[config.mk]
export PLATFORM = sky130hd
export DESIGN_NAME = keypad_reader_flat
export DESIGN_NICKNAME = d
export VERILOG_FILES = /design/src/rtl/keypad_pkg.sv /design/src/rtl/keypad_reader_if.sv /design/src/rtl/keypad_reader_sync.sv /design/src/rtl/keypad_reader.sv /design/src/flat_wrapper.sv
export SDC_FILE = /design/constraint.sdc
export NUM_CORES = 1
export LEC_CHECK = 0
export BUFFER_PORTS_ARGS = -buffer_cell sky130_fd_sc_hd__buf_2
export CAP_MARGIN = 40
export CORE_MARGIN = 2
export CORE_UTILIZATION = 35
export CTS_CLUSTER_SIZE = 40
export DETAILED_ROUTE_END_ITERATION = 8
export PLACE_DENSITY = 0.5
export SETUP_SLACK_MARGIN = 0.4
export SYNTH_ARGS = -nofsm -noshare
export SYNTH_HDL_FRONTEND = slang
export SYNTH_HIERARCHICAL = 1
export SYNTH_SLANG_ARGS = --single-unit
[constraint.sdc]
create_clock -name clk -period 4.8 [get_ports clk]
set_clock_uncertainty 0.1 [all_clocks]
set_input_delay 0.72 -clock clk [delete_from_list [all_inputs] [get_ports clk]]
set_output_delay 0.72 -clock clk [all_outputs]
set_load 0.02 [all_outputs]
[src/rtl/keypad_pkg.sv]
// Shared types and helpers for the matrix keypad reader: FSM states, special key
// codes, the key map and the single-row-low detector.
package keypad_pkg;

   typedef enum logic [2:0] {SCAN, DEBOUNCE, COMMIT, HOLD, REL_DB} kp_state_t;

   localparam logic [3:0] KEY_BKSP = 4'hE;
   localparam logic [3:0] KEY_CLR  = 4'hF;

   function automatic logic [3:0] kp_map(input logic [1:0] row_idx, input logic [1:0] col_idx);
      logic [3:0] code;
      case ({row_idx, col_idx})
         4'h0: code = 4'h1;
         4'h1: code = 4'h2;
         4'h2: code = 4'h3;
         4'h3: code = 4'hA;
         4'h4: code = 4'h4;
         4'h5: code = 4'h5;
         4'h6: code = 4'h6;
         4'h7: code = 4'hB;
         4'h8: code = 4'h7;
         4'h9: code = 4'h8;
         4'hA: code = 4'h9;
         4'hB: code = 4'hC;
         4'hC: code = KEY_BKSP;
         4'hD: code = 4'h0;
         4'hE: code = KEY_CLR;
         default: code = 4'hD;
      endcase
      return code;
   endfunction

   // {valid, idx}: valid only when exactly one row is pulled low
   function automatic logic [2:0] onehot_low(input logic [3:0] rows);
      logic [2:0] res;
      case (rows)
         4'b1110: res = 3'b100;
         4'b1101: res = 3'b101;
         4'b1011: res = 3'b110;
         4'b0111: res = 3'b111;
         default: res = 3'b000;
      endcase
      return res;
   endfunction

endpackage

[src/rtl/keypad_reader_if.sv]
// CPU-side keypad read path: read strobe in, assembled value and key status out.
interface keypad_reader_if;
   logic        board_ctrl;
   logic [15:0] io_rdata_board;
   logic        key_valid;
   logic [3:0]  key_code;
   logic        key_pending;

   modport slave  (input board_ctrl, output io_rdata_board, key_valid, key_code, key_pending);
   modport master (output board_ctrl, input io_rdata_board, key_valid, key_code, key_pending);
endinterface

[src/rtl/keypad_reader_sync.sv]
// Two-flop synchroniser for asynchronous level inputs (rows, switches, buttons).
module sync_2ff #(
   parameter int             W       = 4,
   parameter logic [W-1:0]   RST_VAL = 4'hF
) (
   input  logic         clk,
   input  logic         rst_n,
   input  logic [W-1:0] d,
   output logic [W-1:0] q
);
   logic [W-1:0] meta;

   always_ff @(posedge clk or negedge rst_n) begin
      if (!rst_n) begin
         meta <= RST_VAL;
         q    <= RST_VAL;
      end else begin
         meta <= d;
         q    <= meta;
      end
   end
endmodule

[src/rtl/keypad_reader.sv]
// 4x4 keypad scanner: column scan, press/release debounce, and assembly of
// accepted keys into a 16-bit hex value readable over the board bus.
module keypad_reader import keypad_pkg::*; #(
   parameter int SCAN_DIV     = 1000,
   parameter int DEBOUNCE_CYC = 200000
) (
   input  logic             clk,
   input  logic             rst_n,
   input  logic [3:0]       row_in,
   output logic [3:0]       col_out,
   keypad_reader_if.slave   bus
);
   localparam int CNT_MAX = (SCAN_DIV > DEBOUNCE_CYC) ? SCAN_DIV : DEBOUNCE_CYC;
   localparam int CW      = $clog2(CNT_MAX + 1);
   localparam logic [CW-1:0] SCAN_END = CW'(SCAN_DIV - 1);
   localparam logic [CW-1:0] DEB_END  = CW'(DEBOUNCE_CYC - 1);

   kp_state_t     state, nxt_state;
   logic [3:0]    rs;
   logic [2:0]    oh;
   logic [CW-1:0] cnt;
   logic [1:0]    col_idx, row_idx;
   logic [3:0]    row_pat;
   logic [3:0]    code;
   logic [15:0]   value;
   logic          pending;
   logic          cnt_clr, col_inc, latch;

   sync_2ff #(.W(4), .RST_VAL(4'hF)) u_sync (
      .clk   (clk),
      .rst_n (rst_n),
      .d     (row_in),
      .q     (rs)
   );

   assign oh = onehot_low(rs);

   always_ff @(posedge clk or negedge rst_n) begin
      if (!rst_n) state <= SCAN;
      else        state <= nxt_state;
   end

   always_comb begin
      nxt_state = state;
      cnt_clr   = 1'b0;
      col_inc   = 1'b0;
      latch     = 1'b0;
      unique case (state)
         SCAN: begin
            if (cnt == SCAN_END) begin
               cnt_clr = 1'b1;
               if (oh[2]) begin
                  latch     = 1'b1;
                  nxt_state = DEBOUNCE;
               end else begin
                  col_inc = 1'b1;
               end
            end
         end
         DEBOUNCE: begin
            if (rs != row_pat) begin
               col_inc   = 1'b1;
               nxt_state = SCAN;
            end else if (cnt == DEB_END) begin
               nxt_state = COMMIT;
            end
         end
         COMMIT: nxt_state = HOLD;
         HOLD: begin
            if (rs == 4'hF) nxt_state = REL_DB;
         end
         REL_DB: begin
            if (rs != 4'hF) begin
               nxt_state = HOLD;
            end else if (cnt == DEB_END) begin
               col_inc   = 1'b1;
               nxt_state = SCAN;
            end
         end
         default: nxt_state = SCAN;
      endcase
      if (nxt_state != state) cnt_clr = 1'b1;
   end

   always_comb begin
      col_out       = ~(4'b0001 << col_idx);
      bus.key_valid = (state == COMMIT);
   end

   // key_code is loaded on entry to COMMIT so it is valid alongside key_valid
   always_ff @(posedge clk or negedge rst_n) begin
      if (!rst_n) begin
         cnt     <= '0;
         col_idx <= 2'd0;
         row_idx <= 2'd0;
         row_pat <= 4'hF;
         code    <= 4'h0;
         value   <= 16'h0000;
         pending <= 1'b0;
      end else begin
         cnt <= cnt_clr ? '0 : cnt + 1'b1;
         if (col_inc) col_idx <= col_idx + 2'd1;
         if (latch) begin
            row_pat <= rs;
            row_idx <= oh[1:0];
         end
         if (state == DEBOUNCE && nxt_state == COMMIT)
            code <= kp_map(row_idx, col_idx);
         if (state == COMMIT) begin
            case (code)
               KEY_BKSP: value <= value >> 4;
               KEY_CLR:  value <= 16'h0000;
               default:  value <= {value[11:0], code};
            endcase
         end
         // a key accepted in the same cycle as a read stays pending
         if (state == COMMIT)      pending <= 1'b1;
         else if (bus.board_ctrl)  pending <= 1'b0;
      end
   end

   assign bus.io_rdata_board = value;
   assign bus.key_code       = code;
   assign bus.key_pending    = pending;

endmodule

[src/flat_wrapper.sv]
// flat-port wrapper written by rule: the top's interface ports become plain ports
module keypad_reader_flat import keypad_pkg::*;
#(
   parameter int SCAN_DIV     = 1000,
   parameter int DEBOUNCE_CYC = 200000
)
  (clk, rst_n, row_in, col_out, bus_board_ctrl, bus_io_rdata_board, bus_key_valid, bus_key_code, bus_key_pending);
  keypad_reader_if bus_i ();
  input  logic clk;
  input  logic rst_n;
  input  logic [3:0] row_in;
  output logic [3:0] col_out;
  input wire logic [$bits(bus_i.board_ctrl)-1:0] bus_board_ctrl;
  output wire logic [$bits(bus_i.io_rdata_board)-1:0] bus_io_rdata_board;
  output wire logic [$bits(bus_i.key_valid)-1:0] bus_key_valid;
  output wire logic [$bits(bus_i.key_code)-1:0] bus_key_code;
  output wire logic [$bits(bus_i.key_pending)-1:0] bus_key_pending;
  assign bus_i.board_ctrl = bus_board_ctrl;
  assign bus_io_rdata_board = bus_i.io_rdata_board;
  assign bus_key_valid = bus_i.key_valid;
  assign bus_key_code = bus_i.key_code;
  assign bus_key_pending = bus_i.key_pending;
  keypad_reader #(.SCAN_DIV(SCAN_DIV), .DEBOUNCE_CYC(DEBOUNCE_CYC)) u_core (.clk(clk), .rst_n(rst_n), .row_in(row_in), .col_out(col_out), .bus(bus_i));
endmodule
# == Word-level counts from Yosys, hierarchy flattened ==
# Memories as Yosys holds them, arrays and structs flattened. A register that Yosys moved wholly into a read port is not among the register bits.
# Index checks and enable logic that the tools add are counted.
# totals
register_bits,54
latch_bits,0
ramBits,0
mem_bits_ro,64
in_bits,7
output_inout_bits,26
wordCells,60
mem_count,1
# op_classes
addsub,2
mul,0
div_mod_pow,0
magnitude_cmp,0
eq_ne,17
shifts,1
mux,25
bitwise_logic,1
reduce_logical,4
# memory_table
name,depth,word_bits,read_ports,rd_ports_with_merged_regs,wr,line,source
(name not given),16,4,1,1,0,keypad_pkg.sv:12,"case ({row_idx, col_idx})"
# op_table
cell,count
case mux 16 bit (2 select lines),1
"== test 4 bit, second input constant",6
2-to-1 mux 3 bit,7
"adder 18 x 1 -> 18 bit, second input constant",1
"== test 18 x 10 -> 1 bit, second input constant",1
"== test 18 bit, second input constant",1
2-to-1 mux 18 bit,1
case mux 3 bit (5 select lines),1
2-to-1 mux 1 bit,13
case mux 3 bit (4 select lines),1
"== test 3 x 2 -> 1 bit, second input constant",3
"== test 4 x 3 -> 1 bit, second input constant",1
!= test 4 bit,1
"!= test 4 bit, second input constant",1
inverter 4 bit,1
"<< shifter 1 x 2 -> 4 bit, first input constant",1
"== test 3 x 1 -> 1 bit, second input constant",1
"== test 3 bit, second input constant",1
logical NOT 3 bit,1
!= test 3 bit,1
case mux 1 bit (3 select lines),1
"adder 2 x 1 -> 2 bit, second input constant",1
nonzero test 2 bit,1
logical AND 1 bit,1
logical NOT 1 bit,1

# == Depth between registers and ports, before layout ==
# logic_depth
depth_word,8
mapped_depth,7
depth_no_buf,6

# == Modules after synthesis ==
# Netlist, hierarchy kept.
# by_module_without_submodules
module,n_inst,cells_per_inst,area_each_um2,seq_area_each_um2
keypad_reader,1,293,2831.5,1256.2
sync_2ff,1,8,210.2,210.2

# == Least setup slack after synthesis ==
# Ideal clock, no wire load.
# synth_path
path_type,reg-to-reg
from,register u_core.cnt[0]
to,register u_core.col_idx[1]
setup_time_ns,0.125
arrival_ns,1.667
required_ns,4.575
slack_ns,2.908
stages_incl_launch_ff,7
n_path_buf,0
period_less_slack_ns,1.892
path_cell_list,dfrtp_1 > ha_1 > and4bb_2 > nand4_1 > nor4_2 > a211oi_2 > mux2_4
# synth_between
elab_chain_cells,4
word_cells_on_any_way,6
cone_classes,2 x eq/ne; 4 x mux
# synth_lines
element,line,source
"start, declared",keypad_reader.sv:21,logic [CW-1:0] cnt;
"start signal, assigned",keypad_reader.sv:101,cnt <= cnt_clr ? '0 : cnt + 1'b1;
== test 18 bit,keypad_reader.sv:75,end else if (cnt == DEB_END) begin
2-to-1 mux 1 bit,keypad_reader.sv:75,
2-to-1 mux 1 bit,keypad_reader.sv:73,if (rs != 4'hF) begin
case mux 1 bit (3 select lines) (*),keypad_reader.sv:48,unique case (state)
"end signal, assigned",keypad_reader.sv:102,if (col_inc) col_idx <= col_idx + 2'd1;
"end, declared",keypad_reader.sv:22,"logic [1:0] col_idx, row_idx;"
# Every way passes the cells marked *; elsewhere a longest branch is shown, timed or not.
# A chain may end at the register's enable or synchronous reset.

# == Worst setup path in the final report ==
# layout_path
from,register u_core.state[1]
to,output port bus_key_valid
# layout_between
elab_chain_cells,1
# layout_lines
element,line,source
"start, declared",keypad_reader.sv:18,"kp_state_t state, nxt_state;"
"start signal, assigned",keypad_reader.sv:40,else state <= nxt_state;
== test 3 x 2 -> 1 bit,keypad_reader.sv:87,bus.key_valid = (state == COMMIT);
"end, declared",flat_wrapper.sv:15,output wire logic [$bits(bus_i.key_valid)-1:0] bus_key_valid;
# No other way between the ends.

==> results.sh <==
export IMPL_async_flop_share_pct=100
export IMPL_clk_latency_ns=0.33
export IMPL_route_detailed_drc=0
export IMPL_drt_antenna_violating_nets=0
export IMPL_post_cts_resized=0
export IMPL_synthDistinctLibCells=50
export IMPL_cts_tree="yes"
export IMPL_cts_clk_slew_worst_paths_ns=0.07
export IMPL_grt_pass1_wl_um=10400
export IMPL_crit_arrival_ns=2.01
export IMPL_wl_per_cell_um=13.8
export IMPL_die_area_um2=9450
export IMPL_grt_use_total_pct=13.6
export IMPL_power_leakage_nw=1.54
export IMPL_r2r_start="u_core/u_sync/q[1]$_DFF_PN1_"
export IMPL_clock_sinks=58
export IMPL_grt_overflow=0
export IMPL_slew_violations=0
export IMPL_ir_worst_vdd_mv=0.184
export IMPL_layout_commonest_cell="dfrtp_1"
export IMPL_vias=2278
export IMPL_max_cap_viol_count=0
export IMPL_path_class="reg2out"
export IMPL_first_global_vias=2108
export IMPL_dr_pass1_iters=5
export IMPL_status="completed"
export IMPL_synth_cell_area_um2=3040
export IMPL_synth_edf_count=0
export IMPL_globalplace_congestion=0.838
export IMPL_tightest_slew_ns=0.845
export IMPL_power_density_nw_per_um2=311
export IMPL_die_w_um=97.2
export IMPL_drtIter0Drc=121
export IMPL_drt_total_wl_um=6090
export IMPL_rr_worst_depth=5
export IMPL_finalSetupTns_ns=0
export IMPL_multiInputGateArea_um2=1420
export IMPL_layout_setup_ws_ns=1.97
export IMPL_clock_path_buffers=2
export IMPL_setup_viol=0
export IMPL_n_antenna_cell=0
export IMPL_required_ns=3.98
export IMPL_final_cell_mix="dfrtp_1, buf_2, nor2_1"
export IMPL_rsz0062_at_grt="false"
export IMPL_hold_path_startpoint="u_core/u_sync/meta[2]$_DFF_PN1_"
export IMPL_ys_warn_count=6
export IMPL_min_period_over_period_pct=59.1
export IMPL_fin_nets=343
export IMPL_fmax_mhz=353
export IMPL_ys_ff_latch=58
export IMPL_cts_root_buf="clkbuf_8"
export IMPL_io_pins=33
export IMPL_place_hpwl_um=4080
export IMPL_drive_gt1_share_pct=24.6
export IMPL_synth_area_per_cell_um2=10.1
export IMPL_fin_crit_ns=2.83
export IMPL_critPathLaunchType="flop"
export IMPL_seq_area_um2=1470
export IMPL_slew_headroom_pct=43.7
export IMPL_hp_class="reg2reg"
export IMPL_cts_setup_buffers=0
export IMPL_syn_inst=301
export IMPL_synth_flop_cell="dfrtp_1"
export IMPL_ctsHoldBuffers=0
export IMPL_syn_num_nets=315
export IMPL_reg2reg_to="u_core/cnt[17]$_DFF_PN0_"
export IMPL_initial_utilization_pct=35.4
export IMPL_rrSetupSlack_ns=2.66
export IMPL_cp_end_kind="primary output"
export IMPL_vias_per_cell=5.15
export IMPL_fp_row_count=34
export IMPL_place_ws_ns=2.32
export IMPL_fill_cells=860
export IMPL_core_um2=8590
export IMPL_finalHoldViolations=0
export IMPL_synth_seq_area_share_pct=48.2
export IMPL_port_buffers=32
export IMPL_die_h_um=97.2
export IMPL_whs_path_depth=0
export IMPL_area_growth_synth_to_final_pct=15.1
export IMPL_cp_max_fo=30
export IMPL_h_tree_depth=3
export IMPL_holdPathEnd="u_core/u_sync/q[2]$_DFF_PN1_"
export IMPL_antenna_found_initial=0
export IMPL_numCtsBuffers=9
export IMPL_grt_max_degree=59
[cell usage after synthesis, types with 2 or more instances]
| cell type | count | share of area, % |
|---|---|---|
| buf_6 | 3 | 1.1 |
| and3_1 | 3 | 0.62 |
| dfrtp_1 | 46 | 38 |
| buf_2 | 2 | 0.33 |
| o211ai_1 | 3 | 0.74 |
| buf_4 | 3 | 0.74 |
| mux2_2 | 8 | 3.0 |
| a22o_1 | 5 | 1.4 |
| inv_1 | 17 | 2.1 |
| a31oi_1 | 3 | 0.62 |
| nand4_1 | 7 | 1.4 |
| o21ai_0 | 17 | 2.8 |
| nor3b_1 | 12 | 3.0 |
| clkbuf_1 | 8 | 0.99 |
| o31ai_1 | 2 | 0.49 |
| nor2_1 | 29 | 3.6 |
| xnor2_1 | 18 | 5.2 |
| and4_1 | 3 | 0.86 |
| and3_2 | 2 | 0.49 |
| ha_1 | 7 | 2.9 |
| dfstp_2 | 12 | 10 |
| nand2_1 | 26 | 3.2 |
| xor2_1 | 4 | 1.2 |
| nor3_1 | 5 | 0.82 |
| a211oi_2 | 2 | 0.82 |
| and4bb_2 | 2 | 0.82 |
| a21oi_1 | 16 | 2.6 |
| nor4_1 | 4 | 0.82 |
| o211a_1 | 2 | 0.66 |
| nand3_1 | 10 | 1.6 |
[logic make-up (layout without fill, tap and decap cells)]
logic type	after synthesis	after routing	share of synthesized area, %
flip-flops	58	58	48.2
adder cells (fa/ha/maj)	7	7	2.88
multiplexers	11	11	4.52
AO/OA/AOI/OAI	56	56	11.9
buffers and inverters	33	66	5.27
AND/OR/NAND/NOR	114	114	20.9
XOR/XNOR	22	22	6.33
[cell type report]
| type | instances | share of cell area [%] |
|---|---|---|
| Clock buffer | 12 | 4.43 |
| Multi-Input combinational cell | 210 | 40.4 |
| Inverter | 17 | 1.82 |
| Tap cell | 108 | 3.86 |
| Clock inverter | 4 | 2.79 |
| Timing Repair Buffer | 33 | 4.79 |
| Sequential cell | 58 | 41.9 |
[metal layers]
layer	share of wire [%]	vias to the layer above	wire length [µm]	global-route usage, %
li1	-	1121	-	-
met1	50	1097	3030	18.8
met2	44	56	2710	20.0
met3	5.2	4	316	5.11
met4	0.56	0	34	3.53
met5	0	-	0	0
[where the power goes]
part           total, mW  internal (mW)  switching (mW)
clock              0.568          0.374           0.194
combinational     0.0194        0.00579          0.0136
sequential         0.501          0.495         0.00545
[worst max-delay path, cell delays in order (launching register included)]
cell and delay [ns]:
dfrtp_1 0.52, inv_1 0.09, or3_1 0.74, inv_1 0.17, buf_2 0.18
[stage by stage]
step | hold slack [ns] | util, % | cell area, µm² | power (mW) | instances
after CTS | 0.253 | 40.7 | 3500 | 1.11 | 442
after global routing | 0.248 | 40.7 | 3500 | 1.13 | 442
after floorplan | 0.245 | - | 3040 | 0.517 | 301
after global placement | 0.246 | 37.8 | 3250 | 0.530 | 426
after detailed placement | 0.248 | 37.8 | 3250 | 0.530 | 426
final | 0.247 | 40.7 | 3500 | 1.09 | 442
[worst max-delay path by stage]
stage	end	cells after the start	startpoint
2_1_floorplan	u_core/col_idx[1]$_DFFE_PN0P_	6	u_core/cnt[0]$_DFF_PN0_
3_3_place_gp	bus_key_valid	4	u_core/state[1]$_DFF_PN0_
3_5_place_dp	bus_key_valid	4	u_core/state[1]$_DFF_PN0_
4_1_cts	bus_key_valid	4	u_core/state[1]$_DFF_PN0_
5_1_grt	bus_key_valid	4	u_core/state[1]$_DFF_PN0_
6_report	bus_key_valid	4	u_core/state[1]$_DFF_PN0_
[flip-flops by register name, indices dropped and copies added, names as in the netlist]
name and count:
u_core/cnt 18, u_core/bus.io_rdata_board 16, u_core/bus.key_code 4, u_core/row_pat 4
u_core/u_sync/meta 4, u_core/u_sync/q 4, u_core/state 3, u_core/col_idx 2
u_core/row_idx 2, u_core/bus.key_pending 1
No activity file was read; power rests on OpenSTA's default activity.
